`src/rtl/clock_disp_scan.sv`:
```
// Time-to-BCD converter and 6-digit multiplexed 7-segment scanner (HH:MM:SS).
// Converts by repeated subtraction of ten and commits all six digits together.
module clock_disp_scan #(
    parameter int unsigned SCAN_DIV       = 4,
    parameter bit          SEG_ACTIVE_LOW = 1'b1,
    parameter bit          BLANK_HR_LZ    = 1'b1
) (
    input  logic       CLK,
    input  logic       rst,
    input  logic       i_valid,
    input  logic [7:0] i_seconds,
    input  logic [7:0] i_mins,
    input  logic [7:0] i_hrs,
    input  logic       i_en,
    output logic [6:0] o_seg,
    output logic [5:0] o_dig_sel,
    output logic       o_busy,
    output logic       o_range_err
);

    localparam int unsigned PW = (SCAN_DIV > 1) ? $clog2(SCAN_DIV) : 1;
    localparam logic [PW-1:0] PRESC_LAST = PW'(SCAN_DIV - 1);
    localparam logic [6:0] SEG_OFF = SEG_ACTIVE_LOW ? 7'h7F : 7'h00;

    typedef enum logic {IDLE, CONV} state_t;

    state_t      state, state_next;
    logic [7:0]  rem_s, rem_m, rem_h;
    logic [3:0]  tens_s, tens_m, tens_h;
    logic [7:0]  pend_s, pend_m, pend_h;
    logic        pend_v;
    logic [5:0][3:0] digits;

    logic        flag_s, flag_m, flag_h;
    logic        done_s, done_m, done_h;
    logic        commit;
    logic        load_in, load_pend, pend_wr;

    logic [PW-1:0] presc;
    logic [2:0]    idx;
    logic [3:0]    cur_digit;
    logic          cur_blank;
    logic [6:0]    seg_raw;

    function automatic logic [6:0] seg_decode(input logic [3:0] d);
        case (d)
            4'd0:    seg_decode = 7'h3F;
            4'd1:    seg_decode = 7'h06;
            4'd2:    seg_decode = 7'h5B;
            4'd3:    seg_decode = 7'h4F;
            4'd4:    seg_decode = 7'h66;
            4'd5:    seg_decode = 7'h6D;
            4'd6:    seg_decode = 7'h7D;
            4'd7:    seg_decode = 7'h07;
            4'd8:    seg_decode = 7'h7F;
            4'd9:    seg_decode = 7'h6F;
            4'hF:    seg_decode = 7'h40;
            default: seg_decode = 7'h00;
        endcase
    endfunction

    always_comb begin
        flag_s = rem_s > 8'd99;
        flag_m = rem_m > 8'd99;
        flag_h = rem_h > 8'd99;
        done_s = flag_s || (rem_s < 8'd10);
        done_m = flag_m || (rem_m < 8'd10);
        done_h = flag_h || (rem_h < 8'd10);
        commit = (state == CONV) && done_s && done_m && done_h;
    end

    always_comb begin
        state_next = state;
        load_in    = 1'b0;
        load_pend  = 1'b0;
        pend_wr    = 1'b0;
        case (state)
            IDLE: begin
                if (i_valid) begin
                    load_in    = 1'b1;
                    state_next = CONV;
                end
            end
            CONV: begin
                if (commit) begin
                    if (i_valid)     load_in    = 1'b1;
                    else if (pend_v) load_pend  = 1'b1;
                    else             state_next = IDLE;
                end else if (i_valid) begin
                    pend_wr = 1'b1;
                end
            end
            default: state_next = IDLE;
        endcase
    end

    always_ff @(posedge CLK) begin
        if (rst) begin
            state       <= IDLE;
            rem_s       <= '0;
            rem_m       <= '0;
            rem_h       <= '0;
            tens_s      <= '0;
            tens_m      <= '0;
            tens_h      <= '0;
            pend_s      <= '0;
            pend_m      <= '0;
            pend_h      <= '0;
            pend_v      <= 1'b0;
            digits      <= '0;
            o_range_err <= 1'b0;
        end else begin
            state <= state_next;

            if (load_in) begin
                rem_s  <= i_seconds;
                rem_m  <= i_mins;
                rem_h  <= i_hrs;
                tens_s <= '0;
                tens_m <= '0;
                tens_h <= '0;
            end else if (load_pend) begin
                rem_s  <= pend_s;
                rem_m  <= pend_m;
                rem_h  <= pend_h;
                tens_s <= '0;
                tens_m <= '0;
                tens_h <= '0;
            end else if (state == CONV) begin
                if (!done_s) begin rem_s <= rem_s - 8'd10; tens_s <= tens_s + 4'd1; end
                if (!done_m) begin rem_m <= rem_m - 8'd10; tens_m <= tens_m + 4'd1; end
                if (!done_h) begin rem_h <= rem_h - 8'd10; tens_h <= tens_h + 4'd1; end
            end

            // Only one pending slot: a newer strobe overwrites an unconsumed one.
            if (pend_wr) begin
                pend_s <= i_seconds;
                pend_m <= i_mins;
                pend_h <= i_hrs;
                pend_v <= 1'b1;
            end else if (commit) begin
                pend_v <= 1'b0;
            end

            if (commit) begin
                digits[0]   <= flag_s ? 4'hF : rem_s[3:0];
                digits[1]   <= flag_s ? 4'hF : tens_s;
                digits[2]   <= flag_m ? 4'hF : rem_m[3:0];
                digits[3]   <= flag_m ? 4'hF : tens_m;
                digits[4]   <= flag_h ? 4'hF : rem_h[3:0];
                digits[5]   <= flag_h ? 4'hF : tens_h;
                o_range_err <= flag_s || flag_m || flag_h;
            end
        end
    end

    assign o_busy = (state == CONV);

    always_comb begin
        case (idx)
            3'd0:    cur_digit = digits[0];
            3'd1:    cur_digit = digits[1];
            3'd2:    cur_digit = digits[2];
            3'd3:    cur_digit = digits[3];
            3'd4:    cur_digit = digits[4];
            3'd5:    cur_digit = digits[5];
            default: cur_digit = '0;
        endcase
        cur_blank = BLANK_HR_LZ && (idx == 3'd5) && (cur_digit == 4'd0);
        seg_raw   = cur_blank ? 7'h00 : seg_decode(cur_digit);
    end

    // Scanner free-runs even when disabled so re-enable resumes mid-sequence.
    always_ff @(posedge CLK) begin
        if (rst) begin
            presc     <= '0;
            idx       <= '0;
            o_dig_sel <= '0;
            o_seg     <= SEG_OFF;
        end else begin
            if (presc == PRESC_LAST) begin
                presc <= '0;
                idx   <= (idx == 3'd5) ? 3'd0 : idx + 3'd1;
            end else begin
                presc <= presc + PW'(1);
            end
            if (i_en) begin
                o_dig_sel <= 6'b000001 << idx;
                o_seg     <= SEG_ACTIVE_LOW ? ~seg_raw : seg_raw;
            end else begin
                o_dig_sel <= '0;
                o_seg     <= SEG_OFF;
            end
        end
    end

endmodule

```
`config.mk`:
```
export PLATFORM = sky130hd
export DESIGN_NAME = clock_disp_scan
export DESIGN_NICKNAME = d
export VERILOG_FILES = /design/src/rtl/clock_disp_scan.sv
export SDC_FILE = /design/constraint.sdc
export NUM_CORES = 1
export LEC_CHECK = 0
export ABC_AREA = 1
export CELL_PAD_IN_SITES_DETAIL_PLACEMENT = 1
export CELL_PAD_IN_SITES_GLOBAL_PLACEMENT = 2
export CORE_UTILIZATION = 35
export CTS_BUF_LIST = sky130_fd_sc_hd__clkbuf_4 sky130_fd_sc_hd__clkbuf_8
export CTS_CLUSTER_SIZE = 28
export DETAILED_ROUTE_END_ITERATION = 10
export GPL_TIMING_DRIVEN = 0
export PLACE_DENSITY_LB_ADDON = 0.1
export SYNTH_ARGS = -nofsm -noshare
export SYNTH_HDL_FRONTEND = slang
export SYNTH_SLANG_ARGS = --single-unit
```
`constraint.sdc`:
```
create_clock -name CLK -period 2.3 [get_ports CLK]
set_input_delay 0.46 -clock CLK [delete_from_list [all_inputs] [get_ports CLK]]
set_output_delay 0.46 -clock CLK [all_outputs]
set_load 0.02 [all_outputs]
```
==> impl_metrics.ini, run 1 <==
[yosys]
yosys_warnings = 0
synth.distinct_cells = 43
synthesis.nets = 816
yosysSeqAreaShare_pct = 38.10
synth_cells = 774
netlist.top_cell.by_area = dfxtp_1
synth_most_common_cell = nand2_1
async_flop_share_pct = 0
synthFlopType = dfxtp_1
synth_edf_count = 0
ys_seq_elements = 105
yosys-top-cells-area = dfxtp_1, nand2_1, nand3_1, nor2_1, inv_1
synth_area_um2 = 5517
yosys-top-cells-count = nand2_1, dfxtp_1, nor2_1, inv_1, nand3_1
synth_top_area_share_pct = 38.10
synth.avg_cell_area_um2 = 7.127

[floorplan]
dieWidth_um = 127.5
rows = 45
die_h_um = 127.5
core_area_um2 = 15310
die-area_um2 = 16270
num_io_pins = 43
initial_utilization_pct = 36.02

[routing]
routedWlPerCell_um = 15.22
drc_errors = 0
dr_total_vias = 5028
first_pass_iters = 4
drt_iter0_markers = 139
viasPerCell = 4.816
ant_nets = 0
wirelength_um = 15890

[power]
clockPowerShare_pct = 16.0
ir_worst_vdd_uv = 410.6
p_sw_share_pct = 45.25
combinationalPowerShare_pct = 51.2
pwr-share-seq_pct = 32.7
intPower_uw = 4252
p_switching_uw = 3513
p_per_area_nw_per_um2 = 1198
p_leak_uw = 0.002831

[finish]
area_growth_pct = 17.49
insertedDiodeCount = 0
fin_cells = 1044
fillCellCount = 1974
fin_nets = 870
layout-drive-gt1-share_pct = 16.33

[timing]
holdWs_ns = 0.4354
tightest_slew_ns = 0.5678
hold_viol = 0
period_minus_slack_ns = 2.137
tns_ns = 0
setup_violations = 0
timing.final.crit_share_pct = 92.91
fmax_mhz = 468.0
timing.final.ws_setup_ns = 0.1631
report.final.slew_viol_count = 0
skew_ns = 0.007937
max_slew_margin_pct = 62.15

[global_routing]
busiest_layer = met2
grt_max_degree = 18
antenna_found_initial = 0
gr-usage-met3_pct = 3.224
grt_pass1_wl_um = 26520
gr-usage-met1_pct = 25.21
grtUsageMet2_pct = 38.51
grt_overflow_total = 0
groute.usage.overall_pct = 21.03
first_global_vias = 5296

[setup_path]
crit_path_frequent_cell = nand2_1
cpPeakStageDelay_ns = 0.32
cp_slowest_cell = dfxtp_1
rr_worst_depth = 16
cp-end-kind = flip-flop
r2r-end = o_seg[3]
worstSetupPathType = reg -> reg
cp.required_ns = 2.58
worstPathArrival_ns = 2.41
cp_max_fo = 7
critPathLaunch = idx[0]
path_cells = buf_6 -> nor2_4 -> nand2_2 -> inv_1 -> nand2_1 -> nand4_1 -> nor2_1 -> nor2_2 -> inv_2 -> ha_1 -> nand2_1 -> nor2_1 -> nand2_1 -> nand2_2 -> nor2_4 -> nand2_1
r2r_start = idx[0]
r2r_slack_ns = 0.16
cp-start-kind = flip-flop

[clock_tree]
postCtsHoldBufs = 0
clock-sinks = 105
cts_tree = yes
cts_max_level = 3
clock_path_buffers = 2
cts_buffers = 9
clockRootBuffer = clkbuf_8
insertion_delay_ns = 0.39
clk_pin_slew_worst_paths_ns = 0.10

[min_path]
hp-class = reg -> reg
hold_path_depth = 1
min_from = presc[0]
holdPathEnd = presc[0]

[run_status]
status = finished, final reports clean

[placement]
place.gp.congestion = 0.8964
post-place-ws_ns = -0.1798
dp_cells = 1027
port_buffers = 42
hpwl_um = 12320

[job]
cap_violations = 0
==> metrics by stage <==
stage / utilization (%) / power [uW] / cell area [um2]
floorplan: - / 5509 / 5517
global placement: 40.49 / 6498 / 6201
detailed placement: 40.49 / 6590 / 6201
CTS: 41.95 / 7898 / 6425
global route: 42.32 / 8523 / 6481
finish: 42.32 / 7765 / 6481
==> worst max-delay path, delay by kind of cell (launching register included) <==
family,cells,cell delay [ns]
fa+ha+maj,1,0.20
buf+inv,3,0.32
flops,1,0.32
simple gates,12,1.19
==> sequential cells by signal (all words and copies together), names as in the netlist, 6 cells and up <==
register,cells
rem_s,8
digits,24
rem_h,8
o_dig_sel,6
pend_m,8
rem_m,8
pend_s,8
o_seg,7
pend_h,8
==> layout by cell type (no fill, tap or decap), types with 3 or more instances in the layout <==
cell type,Yosys,routed
xnor2_1,3,3
inv_1,77,74
nand2_4,3,3
xor2_1,9,9
ha_1,14,13
nand2_1,172,168
buf_2,10,9
a211oi_1,4,4
a21oi_2,9,9
buf_6,9,10
nor3_1,16,16
dfxtp_1,105,103
nand2_2,31,35
nor2_1,81,79
inv_2,12,14
clkbuf_1,12,12
o21ai_0,50,49
a21oi_1,34,34
nor3b_1,3,3
a221oi_1,3,3
or2_2,9,9
nor2_4,2,4
nand3_2,8,10
nand4_1,3,3
o21ai_1,2,3
clkdlybuf4s50_1,0,42
nand3_1,65,63
clkbuf_8,0,11
a31oi_1,7,7
==> how the worst max path moves through the flow <==
stage               endpoint  cells after the start
floorplan           o_seg[0]                     16
global placement    rem_h[5]                      8
detailed placement  rem_h[5]                      8
CTS                 o_seg[3]                     16
global route        o_seg[3]                     16
finish              o_seg[3]                     16
==> layer usage <==
layer,part of all wire (%),vias to the layer above
met2,51,54
met4,1.3,0
met1,46,2376
met5,0,-
li1,-,2585
met3,2.4,13
==> power by group through the flow <==
stage          sequential [uW]  clock (uW)  combinational (uW)
2_1_floorplan             2540           0                2970
3_3_place_gp              2570           0                3930
3_5_place_dp              2580           0                4010
4_1_cts                   2540        1320                4040
5_1_grt                   2590        1370                4560
6_report                  2540        1250                3980
==> area by class of cell <==
cell class                      count  area [um2]  share of cell area (%)
Inverter                           93       360.3                   5.560
Tap cell                          211       264.0                   4.073
Sequential cell                   105        2105                   32.47
Clock buffer                       11       151.4                   2.336
Multi-Input combinational cell    542        2864                   44.19
Clock inverter                      5       62.56                  0.9653
Buffer                             34       246.5                   3.803
Timing Repair Buffer               43       427.9                   6.602
==> kinds of logic (layout without fill, tap and decap cells) <==
family                   after synthesis  after routing  share of synthesized area [%]
AO/OA/AOI/OAI                        118            118                          12.63
XOR/XNOR                              12             12                          1.905
adder cells (fa/ha/maj)               14             14                          3.175
buffers and inverters                127            186                          10.84
flip-flops                           105            105                          38.10
AND/OR/NAND/NOR                      398            398                          33.34
==> what timing repair did <==
item | in CTS | in global routing
pin swaps | 0 | 2
resized for setup | 3 | 19
setup buffers | 0 | 1
setup endpoints to repair | 7 | 7
Note: power is estimated with default switching activity, not from simulation.
==> run 2: changes to the inputs <==
CAP_MARGIN = 10   (was unset)
CORE_UTILIZATION = 31   (was 35)
clock period = 1.89 ns   (was 2.3 ns; I/O delays follow)
==> run 2 against run 1 <==
The run now ends with setup timing left. Setup slack worse by 0.20 ns. Non-clock buffer count up 59. Cell count up 7.1%. Utilization up 3.0 points. Via count up 6.7%. Sequential share of layout area down 5.4 points. Cell area up 21%. Combinational power up 83%. Flip-flop and latch count unchanged. Register-to-register slack worse by 0.20 ns.
==> impl_metrics.ini, run 2 (synthesized netlist as in run 1, its figures left out) <==
[run_status]
status = finished, violations left
violations = setup timing

[placement]
place.gp.congestion = 0.8158
post-place-ws_ns = -0.5324
port_buffers = 42
placed_area_um2 = 6226
hpwl_um = 12720

[timing]
holdWs_ns = 0.4317
fmax_mhz = 518.9
hold_viol = 0
rsz0062_at_grt = true
skew_ns = 0.006448
tightest_slew_ns = 0.6766
report.final.slew_viol_count = 0
setup_violations = 5
timing.final.ws_setup_ns = -0.03703
timing.final.crit_share_pct = 102.0
period_minus_slack_ns = 1.927
max_slew_margin_pct = 54.89

[routing]
dr_total_vias = 5364
route.top_layer_used = met4
drc_errors = 0
routedWlPerCell_um = 16.31
first_pass_iters = 4
wl_met1_um = 7988
ant_nets = 0
wirelength_um = 18230
drt_iter0_markers = 176
wl_met3_um = 411
viasPerCell = 4.798
dr_wl_met2_um = 9484

[finish]
largest_reg_flops = 24
fin_nets = 930
final_common_cell = nand2_1
regMostFlops = digits
final_cell_mix = nand2_1, dfxtp_1, inv_1
postLayoutCoreUtil_pct = 45.29
area_growth_pct = 42.50
insertedDiodeCount = 0
design_area_um2 = 7861
layout-drive-gt1-share_pct = 35.05

[power]
combinationalPowerShare_pct = 60.8
p_switching_uw = 5360
p_leak_uw = 0.003345
ir_worst_vdd_uv = 465.2
intPower_uw = 6641
p_sw_share_pct = 44.66
clockPowerShare_pct = 12.8
pwr-share-seq_pct = 26.4
p_per_area_nw_per_um2 = 1527

[global_routing]
grt_pass1_wl_um = 27790
groute.usage.overall_pct = 19.79
antenna_found_initial = 0
grt_overflow_total = 0
grt_max_degree = 19
first_global_vias = 5427

[min_path]
hold_path_depth = 1
hp-class = reg -> reg
holdPathEnd = presc[0]
min_from = presc[0]

[floorplan]
rows = 48
die-area_um2 = 18330
die_h_um = 135.4
dieWidth_um = 135.4
initial_utilization_pct = 31.78
num_io_pins = 43
core_area_um2 = 17360

[setup_path]
worstPathArrival_ns = 2.22
r2r-end = o_seg[5]
worstSetupPathType = reg -> reg
cp-start-kind = flip-flop
cp-end-kind = flip-flop
rr_worst_depth = 13
cp.required_ns = 2.18
r2r_start = idx[0]
r2r_slack_ns = -0.04
cp_max_fo = 7

[job]
cap_violations = 0

[clock_tree]
cts_tree = yes
clock_path_buffers = 2
cts_buffers = 9
clockRootBuffer = clkbuf_8
clock-sinks = 105
clk_pin_slew_worst_paths_ns = 0.10
cts_max_level = 3
insertion_delay_ns = 0.40
==> run 2: changes by cell type in the layout (fill, tap and decap cells not counted), sizes merged <==
| cell | previous run | this run |
|---|---|---|
| nand2 | 206 | 207 |
| clkinvlp | 2 | 0 |
| clkinv | 4 | 5 |
| clkdlybuf4s50 | 42 | 41 |
| dlygate4sd2 | 0 | 1 |
| clkbuf | 23 | 27 |
| inv | 91 | 93 |
| buf | 23 | 77 |
==> run 2: power by group through the flow <==
stage	Clock [uW]	Combinational [uW]	Sequential [uW]
2_1_floorplan	0	3610	3100
3_3_place_gp	0	4830	3130
3_5_place_dp	0	4910	3150
4_1_cts	1590	5420	3130
5_1_grt	1670	8020	3240
6_report	1540	7300	3170
==> run 2: critical path, cell delays in order, from the launching register on <==
cell	delay, ns
dfxtp_4	0.44
buf_4	0.15
nand3_4	0.12
o21ai_4	0.19
nor2_4	0.07
nor2_4	0.12
inv_2	0.08
ha_4	0.17
nand2_4	0.07
nor2_2	0.03
nand2_1	0.08
nand2_2	0.09
nor2_4	0.14
nand2_1	0.07
==> run 2: worst max-delay path by stage <==
stage / start / to / slack, ns / depth (start not counted)
2_1_floorplan: idx[0] / o_seg[0] / 0.002 / 16
5_1_grt: idx[0] / o_seg[2] / -0.15 / 15
4_1_cts: idx[0] / o_seg[0] / -0.09 / 16
6_report: idx[0] / o_seg[5] / -0.04 / 13
3_5_place_dp: i_valid / rem_h[5] / -0.53 / 8
3_3_place_gp: i_valid / rem_h[5] / -0.52 / 8
==> run 2: area by class of cell <==
| class | count | area (um2) |
|---|---|---|
| well taps | 225 | 281.5 |
| repair buffers | 103 | 1075 |
| inverters | 93 | 376.6 |
| fillers | 2074 | 9495 |
| multi-input cells | 543 | 3440 |
| clock inverters | 6 | 76.32 |
| plain buffers | 33 | 351.6 |
| clock buffers | 10 | 131.4 |
| flip-flops and latches | 105 | 2130 |
==> run 2: metrics by stage <==
step                total power, uW  TNS [ns]  instances
detailed placement             8061    -19.89       1041
global route                  12930    -3.452       1118
floorplan                      6708         0        774
finish                        12000   -0.1540       1118
global placement               7966    -17.70       1041
CTS                           10140   -0.4920       1078
==> run 2: metal layers <==
metal | vias to the layer above | global-route usage (%)
li1 | 2702 | -
met1 | 2576 | 23.51
met2 | 68 | 36.04
met3 | 18 | 3.068
met4 | 0 | 6.492
met5 | - | 0
==> run 2: timing repair <==
| item | in CTS | in global routing |
|---|---|---|
| buffers inserted | 18 | 34 |
| hold buffers | 0 | 0 |
| pin swaps | 22 | 71 |
| resized for setup | 71 | 185 |
| setup endpoints to repair | 90 | 84 |
| gates cloned | 3 | 7 |
==> run 3: changes to the inputs <==
CTS_CLUSTER_SIZE = unset   (was 28)
GPL_TIMING_DRIVEN = 1   (was 0)
==> run 3 against run 2 <==
The flow still finishes with violations (setup timing). Sequential power about the same. Routed wire length fell by 0.63%. Critical path depth grew 1.
==> impl_metrics.ini, run 3 (synthesized netlist as in run 1, its figures left out) <==
[setup_path]
cp_max_fo = 5
worstSetupPathType = reg -> reg
cp.required_ns = 2.18
r2r_slack_ns = -0.003
cp-end-kind = flip-flop
cp-start-kind = flip-flop
r2r_start = idx[1]
rr_worst_depth = 14
r2r-end = o_seg[5]
worstPathArrival_ns = 2.19

[timing]
tightest_slew_ns = 0.3945
skew_ns = 0.009361
period_minus_slack_ns = 1.893
fmax_mhz = 528.2
max_slew_margin_pct = 73.67
hold_viol = 0
rsz0062_at_grt = true
timing.final.ws_setup_ns = -0.003245
setup_violations = 1
report.final.slew_viol_count = 0
timing.final.crit_share_pct = 100.2

[global_routing]
antenna_found_initial = 0
grt_max_degree = 49
groute.usage.overall_pct = 18.13
grt_pass1_wl_um = 25920
first_global_vias = 5276
grt_overflow_total = 0

[floorplan]
die-area_um2 = 18330
core_area_um2 = 17360
rows = 48
num_io_pins = 43
initial_utilization_pct = 31.78
die_h_um = 135.4
dieWidth_um = 135.4

[finish]
largest_reg_flops = 24
fin_nets = 933
fillCellCount = 2092
area_growth_pct = 38.60
design_area_um2 = 7646
final_cell_mix = nand2_1, dfxtp_1, buf_4
layout-drive-gt1-share_pct = 31.92
postLayoutCoreUtil_pct = 44.05
final_common_cell = nand2_1
regMostFlops = digits
insertedDiodeCount = 0

[clock_tree]
clock_path_buffers = 2
clock-sinks = 105
cts_buffers = 9
insertion_delay_ns = 0.39
clockRootBuffer = clkbuf_8
cts_max_level = 3
clk_pin_slew_worst_paths_ns = 0.10
cts_tree = yes

[min_path]
hp-class = reg -> reg
min_from = presc[0]
holdPathEnd = presc[0]
hold_path_depth = 1

[placement]
place.gp.congestion = 0.8231
placed_area_um2 = 6534
hpwl_um = 11820
port_buffers = 42

[routing]
first_pass_iters = 4
viasPerCell = 4.751
drc_errors = 0
dr_total_vias = 5326
ant_nets = 0
wirelength_um = 18120
drt_iter0_markers = 118
routedWlPerCell_um = 16.16

[power]
p_leak_uw = 0.003325
p_per_area_nw_per_um2 = 1458
ir_worst_vdd_uv = 498.2

[run_status]
violations = setup timing
status = finished, violations left

[job]
cap_violations = 0
## run 3: cell count changes in the layout (fill, tap and decap cells not counted), sizes merged
cell    before  now
buf         77   91
clkbuf      27   17
inv         93   91
nand2      207  208
## run 3: per-stage QoR
stage | TNS, ns | std cells | hold slack, ns | worst slack, ns | total power, uW
after global placement | -1.406 | 1065 | 0.4060 | -0.2156 | 8083
after CTS | -0.005086 | 1086 | 0.4325 | -0.005086 | 9978
final | -0.003245 | 1121 | 0.4252 | -0.003245 | 11150
after detailed placement | -3.015 | 1065 | 0.4173 | -0.3504 | 8234
after floorplan | 0 | 774 | 0.3970 | 0.001808 | 6708
after global routing | -1.499 | 1121 | 0.4540 | -0.1034 | 12060
## run 3: power breakdown
part | internal (uW) | switching, uW | leakage, uW | total, uW
sequential | 2790 | 372 | 0.000866 | 3160
combinational | 2700 | 3730 | 0.00235 | 6440
clock | 723 | 824 | 0.000113 | 1550
total | 6220 | 4930 | 0.00332 | 11100
## run 3: worst max path at each step
stage                       from       end  slack [ns]  cells past startpoint
after floorplan           idx[0]  o_seg[0]       0.002                     16
after global placement    idx[0]  o_seg[2]       -0.22                     15
after detailed placement  idx[0]  o_seg[5]       -0.35                     15
after CTS                 idx[0]  o_seg[5]      -0.005                     15
after global routing      idx[0]  o_seg[0]       -0.10                     13
final                     idx[1]  o_seg[5]      -0.003                     14
## run 3: routing by layer
layer | routed length (um) | up-vias | global-route usage (%)
met5 | 0 | - | 0
met4 | 209 | 0 | 5.368
met3 | 278 | 13 | 2.918
met1 | 7777 | 2558 | 20.87
met2 | 9853 | 43 | 33.99
li1 | - | 2712 | -
## run 3: final cells by class
class                           instances  area (um2)  area share (%)
Clock buffer                           12       165.2           2.160
Clock inverter                          4       48.80          0.6382
Inverter                               93       372.9           4.876
Multi-Input combinational cell        544        3268           42.74
Sequential cell                       105        2127           27.82
Tap cell                              225       281.5           3.682
Timing Repair Buffer                  138        1383           18.08
## run 3: what timing repair did
item                       4_1_cts  5_1_grt
setup buffers                    5       28
setup endpoints to repair       38       56
hold buffers                     0        0
pin swaps                        9       59
cloned                           0        8
gates resized for setup         36      121
## run 3: worst max-delay path: stages, from the launching register on
cell and delay [ns]:
dfxtp_4 0.39, buf_4 0.16, nand3_4 0.08, inv_2 0.04, nand2_1 0.06, nand4_1 0.11, nor2_2 0.17, nor2_2 0.06
inv_2 0.12, ha_4 0.16, nand2_4 0.06, buf_4 0.13, buf_4 0.12, nand3_1 0.07, nand2_1 0.06
